--- src/rtl/hazard_pkg.sv ---
// Shared types and constants for the pipeline hazard controller.
// Control outputs are bundled into one struct so each pipeline situation is a single constant.
package hazard_pkg;

  localparam int CNT_W = 16;

  typedef enum logic [1:0] {
    RUN     = 2'd0,
    LDSTALL = 2'd1,
    MWAIT   = 2'd2
  } state_e;

  typedef struct packed {
    logic pc_write;
    logic if_id_write;
    logic id_ex_write;
    logic ex_mem_write;
    logic if_id_flush;
    logic id_ex_bubble;
    logic mem_wb_bubble;
  } ctrl_t;

  localparam ctrl_t CTRL_RUN = '{pc_write: 1'b1, if_id_write: 1'b1, id_ex_write: 1'b1,
                                 ex_mem_write: 1'b1, if_id_flush: 1'b0, id_ex_bubble: 1'b0,
                                 mem_wb_bubble: 1'b0};
  localparam ctrl_t CTRL_LOAD = '{pc_write: 1'b0, if_id_write: 1'b0, id_ex_write: 1'b1,
                                  ex_mem_write: 1'b1, if_id_flush: 1'b0, id_ex_bubble: 1'b1,
                                  mem_wb_bubble: 1'b0};
  localparam ctrl_t CTRL_BRANCH = '{pc_write: 1'b1, if_id_write: 1'b1, id_ex_write: 1'b1,
                                    ex_mem_write: 1'b1, if_id_flush: 1'b1, id_ex_bubble: 1'b1,
                                    mem_wb_bubble: 1'b0};
  localparam ctrl_t CTRL_FREEZE = '{pc_write: 1'b0, if_id_write: 1'b0, id_ex_write: 1'b0,
                                    ex_mem_write: 1'b0, if_id_flush: 1'b0, id_ex_bubble: 1'b0,
                                    mem_wb_bubble: 1'b1};
  localparam ctrl_t CTRL_RESET = '{pc_write: 1'b0, if_id_write: 1'b0, id_ex_write: 1'b0,
                                   ex_mem_write: 1'b0, if_id_flush: 1'b1, id_ex_bubble: 1'b1,
                                   mem_wb_bubble: 1'b1};

endpackage

--- src/rtl/hazard_sat_counter.sv ---
// Saturating up-counter with synchronous clear; used for the stall, flush and memory-wait counts.
module hazard_sat_counter
  import hazard_pkg::*;
#(
  parameter int W = CNT_W
) (
  input  logic         clk,
  input  logic         rst_n,
  input  logic         en,
  input  logic         clr,
  output logic [W-1:0] count
);

  // NOTE: sequential state uses non-blocking assignments so every flop samples pre-edge values.
  always_ff @(posedge clk or negedge rst_n) begin
    if (!rst_n) begin
      count <= '0;
    end else if (clr) begin
      count <= '0;
    end else if (en && (count != '1)) begin
      count <= count + 1'b1;
    end
  end

endmodule

--- src/rtl/hazard_controller.sv ---
// Stall/flush sequencer for the 5-stage pipeline: load-use bubbles, data-memory freeze,
// taken-branch squash, plus sticky timeout and saturating stall/flush diagnostics.
module hazard_controller
  import hazard_pkg::*;
#(
  parameter int LOAD_STALLS = 1,
  parameter int MEM_TIMEOUT = 255
) (
  input  logic             clk,
  input  logic             rst_n,
  input  logic             ID_EX_memRead,
  input  logic [4:0]       ID_EX_rt,
  input  logic [4:0]       IF_ID_rs,
  input  logic [4:0]       IF_ID_rt,
  input  logic             IF_ID_usesRt,
  input  logic             branchTaken,
  input  logic             EX_MEM_memReq,
  input  logic             memReady,
  output logic             pcWrite,
  output logic             IF_ID_write,
  output logic             ID_EX_write,
  output logic             EX_MEM_write,
  output logic             IF_ID_flush,
  output logic             ID_EX_bubble,
  output logic             MEM_WB_bubble,
  output logic             memTimeout,
  output logic [CNT_W-1:0] stallCount,
  output logic [CNT_W-1:0] flushCount
);

  localparam logic [2:0]       LD_INIT    = 3'(LOAD_STALLS - 1);
  localparam logic [CNT_W-1:0] TIMEOUT_M1 = CNT_W'(MEM_TIMEOUT - 1);

  state_e           state, state_n;
  logic [2:0]       ld_cnt, ld_cnt_n;
  logic             resume_ld, resume_ld_n;
  logic             mem_busy, load_use, eff_load_use, flush_evt;
  logic [CNT_W-1:0] wait_cnt;
  ctrl_t            ctrl, ctrl_out;

  assign mem_busy = EX_MEM_memReq && !memReady;
  assign load_use = ID_EX_memRead && (ID_EX_rt != 5'd0) &&
                    ((ID_EX_rt == IF_ID_rs) || (IF_ID_usesRt && (ID_EX_rt == IF_ID_rt)));

  // NOTE: every always_comb output gets a default first so no path can infer a latch.
  always_comb begin
    ctrl         = CTRL_RUN;
    state_n      = state;
    ld_cnt_n     = ld_cnt;
    resume_ld_n  = resume_ld;
    flush_evt    = 1'b0;
    eff_load_use = 1'b0;
    if (mem_busy) begin
      ctrl        = CTRL_FREEZE;
      state_n     = MWAIT;
      resume_ld_n = resume_ld || (state == LDSTALL) || load_use;
    end else if (state == LDSTALL) begin
      ctrl = CTRL_LOAD;
      if (ld_cnt <= 3'd1) begin
        state_n  = RUN;
        ld_cnt_n = 3'd0;
      end else begin
        ld_cnt_n = ld_cnt - 3'd1;
      end
    end else begin
      // RUN rules; an MWAIT exit also replays a load-use that was frozen before its bubble.
      eff_load_use = load_use || ((state == MWAIT) && resume_ld && (ld_cnt == 3'd0));
      state_n      = RUN;
      if (branchTaken) begin
        ctrl      = CTRL_BRANCH;
        flush_evt = 1'b1;
      end else if (eff_load_use) begin
        ctrl = CTRL_LOAD;
        if (LOAD_STALLS > 1) begin
          state_n  = LDSTALL;
          ld_cnt_n = LD_INIT;
        end
      end
      if (state == MWAIT) begin
        resume_ld_n = 1'b0;
        if (resume_ld && (ld_cnt != 3'd0)) begin
          state_n  = LDSTALL;
          ld_cnt_n = ld_cnt;
        end
      end
    end
  end

  assign ctrl_out      = rst_n ? ctrl : CTRL_RESET;
  assign pcWrite       = ctrl_out.pc_write;
  assign IF_ID_write   = ctrl_out.if_id_write;
  assign ID_EX_write   = ctrl_out.id_ex_write;
  assign EX_MEM_write  = ctrl_out.ex_mem_write;
  assign IF_ID_flush   = ctrl_out.if_id_flush;
  assign ID_EX_bubble  = ctrl_out.id_ex_bubble;
  assign MEM_WB_bubble = ctrl_out.mem_wb_bubble;

  always_ff @(posedge clk or negedge rst_n) begin
    if (!rst_n) begin
      state      <= RUN;
      ld_cnt     <= 3'd0;
      resume_ld  <= 1'b0;
      memTimeout <= 1'b0;
    end else begin
      state     <= state_n;
      ld_cnt    <= ld_cnt_n;
      resume_ld <= resume_ld_n;
      // Sets on the edge where the wait count reaches the limit.
      if (mem_busy && (wait_cnt >= TIMEOUT_M1)) begin
        memTimeout <= 1'b1;
      end
    end
  end

  hazard_sat_counter #(.W(CNT_W)) u_stall_cnt (
    .clk   (clk),
    .rst_n (rst_n),
    .en    (!ctrl.pc_write),
    .clr   (1'b0),
    .count (stallCount)
  );

  hazard_sat_counter #(.W(CNT_W)) u_flush_cnt (
    .clk   (clk),
    .rst_n (rst_n),
    .en    (flush_evt),
    .clr   (1'b0),
    .count (flushCount)
  );

  hazard_sat_counter #(.W(CNT_W)) u_wait_cnt (
    .clk   (clk),
    .rst_n (rst_n),
    .en    (mem_busy),
    .clr   (!mem_busy),
    .count (wait_cnt)
  );

  // A branch cannot resolve in EX while a load-use bubble occupies it.
  a_no_branch_in_ldstall : assert property (@(posedge clk) disable iff (!rst_n)
                                            !((state == LDSTALL) && branchTaken));

endmodule

--- config.mk ---
export PLATFORM = sky130hd
export DESIGN_NAME = hazard_controller
export DESIGN_NICKNAME = d
export VERILOG_FILES = /design/src/rtl/hazard_pkg.sv /design/src/rtl/hazard_sat_counter.sv /design/src/rtl/hazard_controller.sv
export SDC_FILE = /design/constraint.sdc
export NUM_CORES = 1
export LEC_CHECK = 0
export ABC_AREA = 1
export CAP_MARGIN = 20
export CORE_MARGIN = 2
export CORE_UTILIZATION = 25
export CTS_BUF_LIST = sky130_fd_sc_hd__clkbuf_4 sky130_fd_sc_hd__clkbuf_8
export CTS_CLUSTER_DIAMETER = 100
export DETAILED_ROUTE_END_ITERATION = 10
export GPL_ROUTABILITY_DRIVEN = 1
export GPL_TIMING_DRIVEN = 1
export SLEW_MARGIN = 20
export SYNTH_ARGS = -nofsm -noshare
export SYNTH_HDL_FRONTEND = slang
export SYNTH_SLANG_ARGS = --single-unit
--- constraint.sdc ---
create_clock -name clk -period 5.1 [get_ports clk]
set_input_delay 1.02 -clock clk [delete_from_list [all_inputs] [get_ports clk]]
set_output_delay 1.02 -clock clk [all_outputs]
set_load 0.02 [all_outputs]
==> results.md, run 1 <==
• completed — result of the run
• 4 — first-pass iteration count of the detailed router
• 0.09 ns — clock-pin slew on the worst setup and hold paths
• 13.34 mm — global-route wire length before repair
• 55 — CTS sink count
• input pin — Critical Path Start Type
• 41.09% — area share of the leading cell type in the synthesized netlist
• 3,047 — total number of vias
• 3.16 ns — data arrival time of the critical path
• dfrtp_1 41%, nand2_1 15%, inv_1 7.2%, xor2_1 6.0%, nor2_1 5.6% — top cells by area, synth
• 0 — number of remaining DRC errors
• 212 — starting DRC count in detailed routing
• 0 — count of flip-flops with a built-in enable after synthesis
• dfrtp_1 — primary flip-flop cell chosen by synthesis mapping
• 119.8 microns — die span in y
• 0.2375 mV — largest vdd supply drop
• 82.01% — post-route fraction of the period consumed by the critical path
• yes — clock tree from TritonCTS
• 0 — yosys warns
• 55 — synthesized flop and latch total
• 0 — Hold-fix buffers, CTS
• 131 x nand2_1, 64 x inv_1, 55 x dfrtp_1 — top post-synthesis cells by count
• 2 — CTS H-Tree Depth
• 14,340 sq um — area of the die
• 0.4834 ns — final hold slack
• 7.378 sq um — Syn Area/Cell
• 4.416 — per-cell via count in the routed design
• 0 — count of pins over their slew limit
• 25.50% — starting density of the core
• 13,140 sq um — Core Footprint
• 0 — ant diodes
• 61 — total of buffers placed on input and output ports
• 1,393 — number of inserted filler cells in the final layout
• dfrtp_1 — post-synthesis cell type with the largest combined area
• 0 — number of antenna violations at the first check in global routing
• 253.6 nW/um^2 — power per unit of standard cell area
• 0.30 ns — Clk Latency, worst-skew pair
• input pin to output port — Crit Path Category
• 7.810 mm — wire length after detailed routing
• 5 — number of clock buffers inserted by TritonCTS
• 62 — Top Ports
• 0.8506 — last weighted congestion value of the routability-driven placer
• 0.6004 ns — slew at the pin closest to its max-slew limit
• 0 — number of max-cap violations
• 0 — Post-DRT Antenna Nets
• 0 ns — Setup TNS Final
• 47 — maximum number of pins on one net before global-route repair
• false — setup repair after global routing missed its margin
• 0 — Setup violations, final
• 0.001995 uW — total leakage power
• 239.1 MHz — Max Freq
• 0 — final hold vios
• 2 — buffer levels on the longest clock path
• 4.08 ns — Worst EP required
• 0 — cts repair resizes
• 482 — net count after synthesis
• 0 — GR Overflow Total
• 0.004310 ns — Worst Skew
• 119.8 microns — die width
• nand2_1 — most instantiated library cell after synthesis
• 59.97% — relative slew slack
• clkbuf_8 — clock tree root driver cell
• 0 — buffers inserted by post-CTS timing repair
• 31 — Synth cell types
• 11.13% — overall fraction of global-route tracks in use
• flop to flop — worst min path class
• 20 — biggest fanout along the worst timing path
• 5.763 mm — placed wire-length estimate after detailed placement
• 454 — synthesized netlist cell count
• 100.0% — async set-reset flop share out of synthesis
• 25.59% — layout-stage area growth over the synthesis result
• 41.09% — portion of the post-synthesis area used by sequential elements
• 542 — net total in the final layout
• 4.183 ns — post-layout min period
• 5.253% — share of layout cells above drive strength 1
• 42 — floorplan row count
• 11.32 microns — routed length per instance
• 3.09 ns — register-to-register setup slack
• output port — crit path capture type
• 3349 sq um — summed instance area of the synthesized netlist
• 2,871 — vias in the first global route
[metal layers]
metal	wire [microns]	vias up	global-route usage [%]
met1	3844	1431	15.25
met3	306	7	2.662
li1	-	1558	-
met5	0	-	0
met2	3601	51	17.86
met4	57	0	2.426
[critical path, stage by stage]
cell and delay (ns):
clkdlybuf4s50_1 0.47, inv_1 0.11, nand4_1 0.08, o21ai_0 0.15, inv_1 0.05, nand2_1 0.12
nand2_2 0.27, a21oi_1 0.27, clkdlybuf4s50_1 0.63
[cell type report]
type / instances / area (sq um) / share of cell area [%]
multi-input combinational: 322 / 1647 / 39.14
sequential: 55 / 1376 / 32.72
timing repair buffer: 64 / 628.1 / 14.93
inverter: 66 / 247.7 / 5.889
tap: 176 / 220.2 / 5.235
clock buffer: 6 / 82.58 / 1.963
clock inverter: 1 / 5.005 / 0.1190
[cell families after synthesis]
kind of cell / count (synthesis) / share of synthesized area [%]
simple gates: 256 / 33.92
buf+inv: 77 / 9.750
flops: 55 / 41.09
compound gates: 30 / 5.155
xor+xnor: 30 / 7.845
fa+ha+maj: 6 / 2.241
[layout by cell type, fill, tap and decap left out, drive strengths merged]
master and instances:
clkbuf 6, o21ai 15, nor2 57, nor3 10, nand4 24, xnor2 7
buf 4, nand2 132, o31ai 4, o21bai 1, nor4 5, or2 2
a21oi 4, ha 6, a31o 1, clkinv 1, xor2 23, inv 66
a31oi 3, o22ai 2, clkdlybuf4s50 60, nand3 26, dfrtp 55
[stage by stage]
step                      power (uW)  utilization (%)  cells  cell area [sq um]  worst slack, ns
after global routing            1135            32.02    690               4207           0.7787
after floorplan                690.8                -    454               3349            1.621
after detailed placement       829.2            31.35    683               4119           0.9160
after global placement         825.0            31.35    683               4119           0.9314
final                           1067            32.02    690               4207           0.9175
after CTS                       1086            32.02    690               4207           0.9088
[where the power goes]
| group | switching, uW | internal, uW |
|---|---|---|
| Combinational | 155 | 133 |
| Sequential | 55.4 | 476 |
| Clock | 140 | 107 |
| Total | 350 | 717 |
[final timing paths]
kind,from,end,cells after the start
worst min-delay path,memTimeout,memTimeout,2
worst max register to register,u_flush_cnt.count[0],u_flush_cnt.count[14],8
worst max-delay path,ID_EX_rt[0],pcWrite,9
min in group asynchronous,rst_n,u_stall_cnt.count[2],1
max in group asynchronous,rst_n,u_flush_cnt.count[10],2
worst min register to register,memTimeout,memTimeout,2
[registers in the layout, summed over array words and instances, names as in the netlist]
register and cells:
u_flush_cnt.count 16, u_stall_cnt.count 16, u_wait_cnt.count 16, ld_cnt 3
state 2, memTimeout 1, resume_ld 1
Note: power is estimated with default switching activity, not from simulation.
==> run 2, diff against run 1 <==
==> constraint.sdc (replaced) <==
create_clock -name clk -period 3.55 [get_ports clk]
set_input_delay 0.71 -clock clk [delete_from_list [all_inputs] [get_ports clk]]
set_output_delay 0.71 -clock clk [all_outputs]
set_load 0.02 [all_outputs]
==> run 2 against run 1 <==
  * Die area unchanged
  * Flip-flop and latch count unchanged
  * Via count increased by 1.1%
  * Clock-buffer cell count decreased by 1
  * Highest routed layer unchanged
==> results.md, run 2 (synthesis gave the netlist of run 1 again) <==
• completed — result of the run, unchanged
• 49.6% — portion of total power attributed to sequential cells, was 49.9%
• 95.50% — post-route fraction of the period consumed by the critical path
• 2.68 ns — data arrival time of the critical path, was 3.16 ns
• 2 — buffer levels on the longest clock path, unchanged
• 5 — first-pass iteration count of the detailed router, was 4
• 0.10 ns — clock-pin slew on the worst setup and hold paths, was 0.09 ns
• 61 — total of buffers placed on input and output ports, unchanged
• 0 — final hold vios, unchanged
• 1542 uW — Design Power, was 1067 uW
• 13.57 mm — global-route wire length before repair, was 13.34 mm
• u_flush_cnt.count: 16 flops, u_stall_cnt.count: 16 flops, u_wait_cnt.count: 16 flops — Top Registers, unchanged
• 7.912 mm — wire length after detailed routing, was 7.810 mm
• 0.1599 ns — final worst setup slack, was 0.9175 ns
• 3,082 — total number of vias, was 3,047
• 293 microns — met3 wirelength from detailed routing, was 306 microns
• 0 — Setup violations, final, unchanged
• 33.96% — Switching Share, was 32.81%
• 55 — CTS sink count, unchanged
• 0.008703 ns — Worst Skew, was 0.004310 ns
• 3.859 mm — routed wire length on met2, was 3.601 mm
• 62 — Top Ports, unchanged
• 0.7979 — last weighted congestion value of the routability-driven placer, was 0.8506
• 4.428 — per-cell via count in the routed design, was 4.416
• 0 — Hold-fix buffers, CTS, unchanged
• 3.390 ns — post-layout min period
• 5.971 mm — placed wire-length estimate after detailed placement, was 5.763 mm
• 1018 uW — internal power, was 716.7 uW
• 11.35% — overall fraction of global-route tracks in use, was 11.13%
• 0.1502 ns — pre-CTS setup slack, was 0.9160 ns
• 0 — ant diodes, unchanged
• 0 — number of max-cap violations, unchanged
• clkbuf_8 — clock tree root driver cell, unchanged
• 523.7 uW — switching power, was 350.0 uW
• 5 — number of clock buffers inserted by TritonCTS, unchanged
• 42 — floorplan row count, unchanged
• 14,340 sq um — area of the die, unchanged
• 3.690 mm — routed metal-1 wire length, was 3.844 mm
• yes — clock tree from TritonCTS, unchanged
• 2 — CTS H-Tree Depth, unchanged
• input pin — Critical Path Start Type, unchanged
• 4156 sq um — cell area after placement, was 4119 sq um
• 0 — number of remaining DRC errors, unchanged
• 61.51% — relative slew slack, was 59.97%
• 0 — GR Overflow Total, unchanged
• 2,945 — vias in the first global route, was 2,871
• 0 — cts repair resizes, unchanged
• 1,418 — number of inserted filler cells in the final layout, was 1,393
• met4 — uppermost signal routing layer after detailed routing, unchanged
• 0.5774 ns — slew at the pin closest to its max-slew limit, was 0.6004 ns
• 46 — maximum number of pins on one net before global-route repair, was 47
• 0 — buffers inserted by post-CTS timing repair, unchanged
• 0.32 ns — Clk Latency, worst-skew pair, was 0.30 ns
• nand2_1 — most common cell after layout, fill and taps aside, unchanged
• 4245 sq um — fin area, was 4207 sq um
• 0.2431 mV — largest vdd supply drop, was 0.2375 mV
• 295.0 MHz — Max Freq
• 119.8 microns — die width, unchanged
• 32.31% — final core area utilization, was 32.02%
• input pin to asynchronous set/reset pin — worst min path class, was flop to flop
• 0 ns — Setup TNS Final, unchanged
• input pin to output port — Crit Path Category, unchanged
• 363.2 nW/um^2 — power per unit of standard cell area, was 253.6 nW/um^2
• 25.50% — starting density of the core, unchanged
• 26.75% — layout-stage area growth over the synthesis result, was 25.59%
• 547 — net total in the final layout, was 542
• output port — crit path capture type, unchanged
• 249 — starting DRC count in detailed routing, was 212
• 2.84 ns — Worst EP required, was 4.08 ns
• 0 — count of pins over their slew limit, unchanged
• 0.002012 uW — total leakage power, was 0.001995 uW
• 11.37 microns — routed length per instance, was 11.32 microns
• 0 — Post-DRT Antenna Nets, unchanged
• false — setup repair after global routing missed its margin, unchanged
• 23.3% — clock share of power, was 23.2%
• 27.0% — Comb pwr share, about the same
• 13,140 sq um — Core Footprint, unchanged
• 0 — number of antenna violations at the first check in global routing, unchanged
• 6.346% — share of layout cells above drive strength 1, was 5.253%
• 3 — biggest fanout along the worst timing path, was 20
• 131 x nand2_1, 64 x inv_1, 60 x clkdlybuf4s50_1 — commonest non-fill, non-tap cells in the layout, unchanged
• 119.8 microns — die span in y, unchanged
run 2: cell count changes in the layout (fill, tap and decap cells not counted), sizes merged:
| cell | change |
|---|---|
| buf | +5 |
| clkinvlp | +2 |
| clkbuf | -1 |
run 2: final timing paths:
path | slack, ns | end | start | depth (start not counted)
max in group asynchronous | 2.38 | u_wait_cnt.count[7] | rst_n | 2
worst max register to register | 1.68 | u_flush_cnt.count[12] | u_flush_cnt.count[0] | 9
worst max-delay path | 0.16 | IF_ID_write | ID_EX_rt[3] | 9
min in group clk | 0.47 | memTimeout | memTimeout | 2
worst min-delay path | 0.28 | u_stall_cnt.count[2] | rst_n | 1
worst min register to register | 0.47 | memTimeout | memTimeout | 2
run 2: metrics by stage:
step / hold WS, ns / instances
3_3_place_gp: 0.4511 / 688
2_1_floorplan: 0.4144 / 454
6_report: 0.2781 / 696
5_1_grt: 0.2812 / 696
4_1_cts: 0.2766 / 696
3_5_place_dp: 0.4496 / 688
run 2: final cells by class:
cell class              instances  area (sq um)  share of cell area (%)
multi-input cells             322          1647                   38.79
flip-flops and latches         55          1376                   32.42
repair buffers                 69         665.6                   15.68
inverters                      66         247.7                   5.836
well taps                     176         220.2                   5.187
clock buffers                   5         68.82                   1.621
clock inverters                 3         20.02                  0.4716
run 2: critical path, cell delays in order:
cell and delay, ns:
clkdlybuf4s50_1 0.44, inv_1 0.11, nand4_1 0.09, o21ai_0 0.16
inv_1 0.05, nand2_1 0.10, nand2_2 0.06, a21oi_1 0.27
clkdlybuf4s50_1 0.67
run 2: per-layer routing:
metal	track usage (%)	vias to the layer above
met2	19.64	60
met1	14.51	1448
met4	2.574	0
li1	-	1565
met3	2.424	9
met5	0	-
run 2: power by group through the flow:
stage	sequential, uW	combinational, uW	clock (uW)
finish	766	417	360
detailed placement	779	422	0
global placement	775	413	0
CTS	767	424	380
global route	781	459	403
floorplan	829	164	0
==> run 3, diff against run 2 <==
--- a/config.mk
+++ b/config.mk
@@ -8,12 +8,14 @@
 export ABC_AREA = 1
 export CAP_MARGIN = 20
 export CORE_MARGIN = 2
-export CORE_UTILIZATION = 25
+export CORE_UTILIZATION = 47
 export CTS_BUF_LIST = sky130_fd_sc_hd__clkbuf_4 sky130_fd_sc_hd__clkbuf_8
 export CTS_CLUSTER_DIAMETER = 100
 export DETAILED_ROUTE_END_ITERATION = 10
 export GPL_ROUTABILITY_DRIVEN = 1
 export GPL_TIMING_DRIVEN = 1
+export PLACE_DENSITY = 0.76
+export RECOVER_POWER = 100
 export SLEW_MARGIN = 20
 export SYNTH_ARGS = -nofsm -noshare
 export SYNTH_HDL_FRONTEND = slang
==> run 3 against run 2 <==
  * Maximum frequency rose by 1.2%
  * Die area shrank 45%
  * Cell count down 12%
  * Via count shrank 0.19%
  * Clock skew down 0.0011 ns
  * Core utilization increased by 27 points
  * Critical endpoint is now ID_EX_bubble
==> results.md, run 3 (synthesis gave the netlist of run 1 again) <==
• 0.1999 ns — final worst setup slack, was 0.1599 ns
• 10 — Reg2Reg Depth, was 9
• 0.31 ns — Clk Latency, worst-skew pair, was 0.32 ns
• 7.381 mm — wire length after detailed routing, was 7.912 mm
• 19.68% — overall fraction of global-route tracks in use, was 11.35%
• 0 — Hold-fix buffers, CTS, unchanged
• 3,076 — total number of vias, was 3,082
• 94.37% — post-route fraction of the period consumed by the critical path, was 95.50%
• 0 — count of pins over their slew limit, unchanged
• 4.440% — share of layout cells above drive strength 1, was 6.346%
• nand2_1 — CP most frequent cell
• 1.226 ns — slew at the pin closest to its max-slew limit, was 0.5774 ns
• 18.28% — relative slew slack, was 61.51%
• 21.78% — layout-stage area growth over the synthesis result, was 26.75%
• 0.3027 mV — largest vdd supply drop, was 0.2431 mV
• 88.42 microns — die width, was 119.8 microns
• 6832 sq um — Core Footprint, was 13,140 sq um
• 0 — buffers inserted by post-CTS timing repair, unchanged
• 0 — number of antenna violations at the first check in global routing, unchanged
• 178 — starting DRC count in detailed routing, was 249
• u_flush_cnt.count: 16 flops, u_stall_cnt.count: 16 flops, u_wait_cnt.count: 16 flops — Top Registers, unchanged
• 365.9 nW/um^2 — power per unit of standard cell area, was 363.2 nW/um^2
• 0 — final hold vios, unchanged
• 3.350 ns — post-layout min period, was 3.390 ns
• 5.446 mm — placed wire-length estimate after detailed placement, was 5.971 mm
• 5 — number of clock buffers inserted by TritonCTS, unchanged
• 49.03% — starting density of the core, was 25.50%
• input pin — Critical Path Start Type, unchanged
• input pin to output port — Crit Path Category, unchanged
• 0.002047 uW — total leakage power, was 0.002012 uW
• 0 — Setup violations, final, unchanged
• 2.64 ns — data arrival time of the critical path, was 2.68 ns
• 37 — maximum number of pins on one net before global-route repair, was 46
• clkdlybuf4s50_1 — cell at the slowest stage of the critical path, unchanged
• clkdlybuf4s50_1 -> inv_1 -> nand2_1 -> nand2_1 -> nor2_1 -> nand3_1 -> nand2_1 -> nand2_1 -> nand2_1 -> o21ai_0 -> nand2_1 -> clkdlybuf4s50_1 — cell chain of the critical path, was clkdlybuf4s50_1 -> inv_1 -> nand4_1 -> o21ai_0 -> inv_1 -> nand2_1 -> nand2_2 -> a21oi_1 -> clkdlybuf4s50_1
• 2 — Min-Delay Path Depth
• 30 — floorplan row count, was 42
• 0 — Post-DRT Antenna Nets, unchanged
• 59.71% — final core area utilization, was 32.31%
• 4 — biggest fanout along the worst timing path, was 3
• 0.4684 ns — final hold slack, was 0.2781 ns
• 0 — number of remaining DRC errors, unchanged
• 0 ns — Setup TNS Final, unchanged
• 0 — GR Overflow Total, unchanged
• 12.42 mm — global-route wire length before repair, was 13.57 mm
• 12.02 microns — routed length per instance, was 11.37 microns
• 61 — total of buffers placed on input and output ports, unchanged
• false — setup repair after global routing missed its margin, unchanged
• 0.1322 ns — pre-CTS setup slack, was 0.1502 ns
• 0.8750 — last weighted congestion value of the routability-driven placer, was 0.7979
• nand2_1 — most common cell after layout, fill and taps aside, unchanged
• completed — result of the run, unchanged
• 545 — net total in the final layout, was 547
• 55 — CTS sink count, unchanged
• clkbuf_8 — clock tree root driver cell, unchanged
• 2,864 — vias in the first global route, was 2,945
• 2.84 ns — Worst EP required, about the same
• 2 — buffer levels on the longest clock path, unchanged
• 0 — number of max-cap violations, unchanged
• yes — clock tree from TritonCTS, unchanged
• 7818 sq um — area of the die, was 14,340 sq um
• 0 — ant diodes, unchanged
• 88.42 microns — die span in y, was 119.8 microns
• 62 — Top Ports, unchanged
• flop to flop — worst min path class, was input pin to asynchronous set/reset pin
• 131 x nand2_1, 64 x inv_1, 55 x dfrtp_1 — commonest non-fill, non-tap cells in the layout, was 131 x nand2_1, 64 x inv_1, 60 x clkdlybuf4s50_1
• 4 — first-pass iteration count of the detailed router, was 5
• 298.5 MHz — Max Freq, was 295.0 MHz
• 0.10 ns — clock-pin slew on the worst setup and hold paths, about the same
• 0 — cts repair resizes, unchanged
• output port — crit path capture type, unchanged
• 0.61 ns — delay contributed by the slowest stage of the critical path, was 0.67 ns
• 2 — CTS H-Tree Depth, unchanged
• 1493 uW — Design Power, was 1542 uW
• 0.007597 ns — Worst Skew, was 0.008703 ns
• 5.010 — per-cell via count in the routed design, was 4.428
## run 3: cell types whose count changed in the layout (fill, tap and decap cells not counted), moves of 2 or more
cell,previous run,this run
nor2_2,5,3
clkbuf_1,0,5
nor2_1,50,53
clkinvlp_4,2,0
clkinv_2,1,3
dlygate4sd3_1,0,37
clkdlybuf4s50_1,60,21
buf_4,8,4
## run 3: area by class of cell
| class | count | area (sq um) |
|---|---|---|
| Clock buffer | 5 | 68.82 |
| Sequential cell | 55 | 1376 |
| Fill cell | 621 | 2753 |
| Inverter | 66 | 247.7 |
| Clock inverter | 3 | 15.01 |
| Multi-Input combinational cell | 322 | 1622 |
| Tap cell | 96 | 120.1 |
| Timing Repair Buffer | 67 | 629.4 |
## run 3: where the power goes
group	switching [uW]	internal (uW)
clock	206	136
combinational	219	169
sequential	77.5	684
total	503	990
## run 3: metal layers
layer	routed length [microns]	up-vias	share of wire [%]	track usage, %
li1	-	1564	-	-
met1	3339	1423	45	25.44
met2	3576	81	48	34.04
met3	390	8	5.3	3.265
met4	75	0	1.0	5.647
met5	0	-	0	0
## run 3: critical path: cells and delay by family
kind	cells	cell delay [ns]
AOI/OAI and AO/OA	1	0.09
buffers and inverters	3	1.22
and+or+nand+nor	8	0.61
## run 3: worst paths after layout
| kind | slack, ns | startpoint | end |
|---|---|---|---|
| max | 0.20 | ID_EX_rt[4] | ID_EX_bubble |
| min | 0.47 | memTimeout | memTimeout |
| max reg2reg | 0.91 | ld_cnt[1] | u_stall_cnt.count[2] |
| min reg2reg | 0.47 | memTimeout | memTimeout |
| max in group asynchronous | 1.51 | rst_n | u_wait_cnt.count[5] |
| min in group asynchronous | 0.56 | rst_n | u_wait_cnt.count[9] |
## run 3: metrics by stage
stage                     cells  cell area, sq um
after floorplan             454              3349
after global placement      606              4041
after detailed placement    606              4041
after CTS                   614              4125
after global routing        614              4079
final                       614              4079
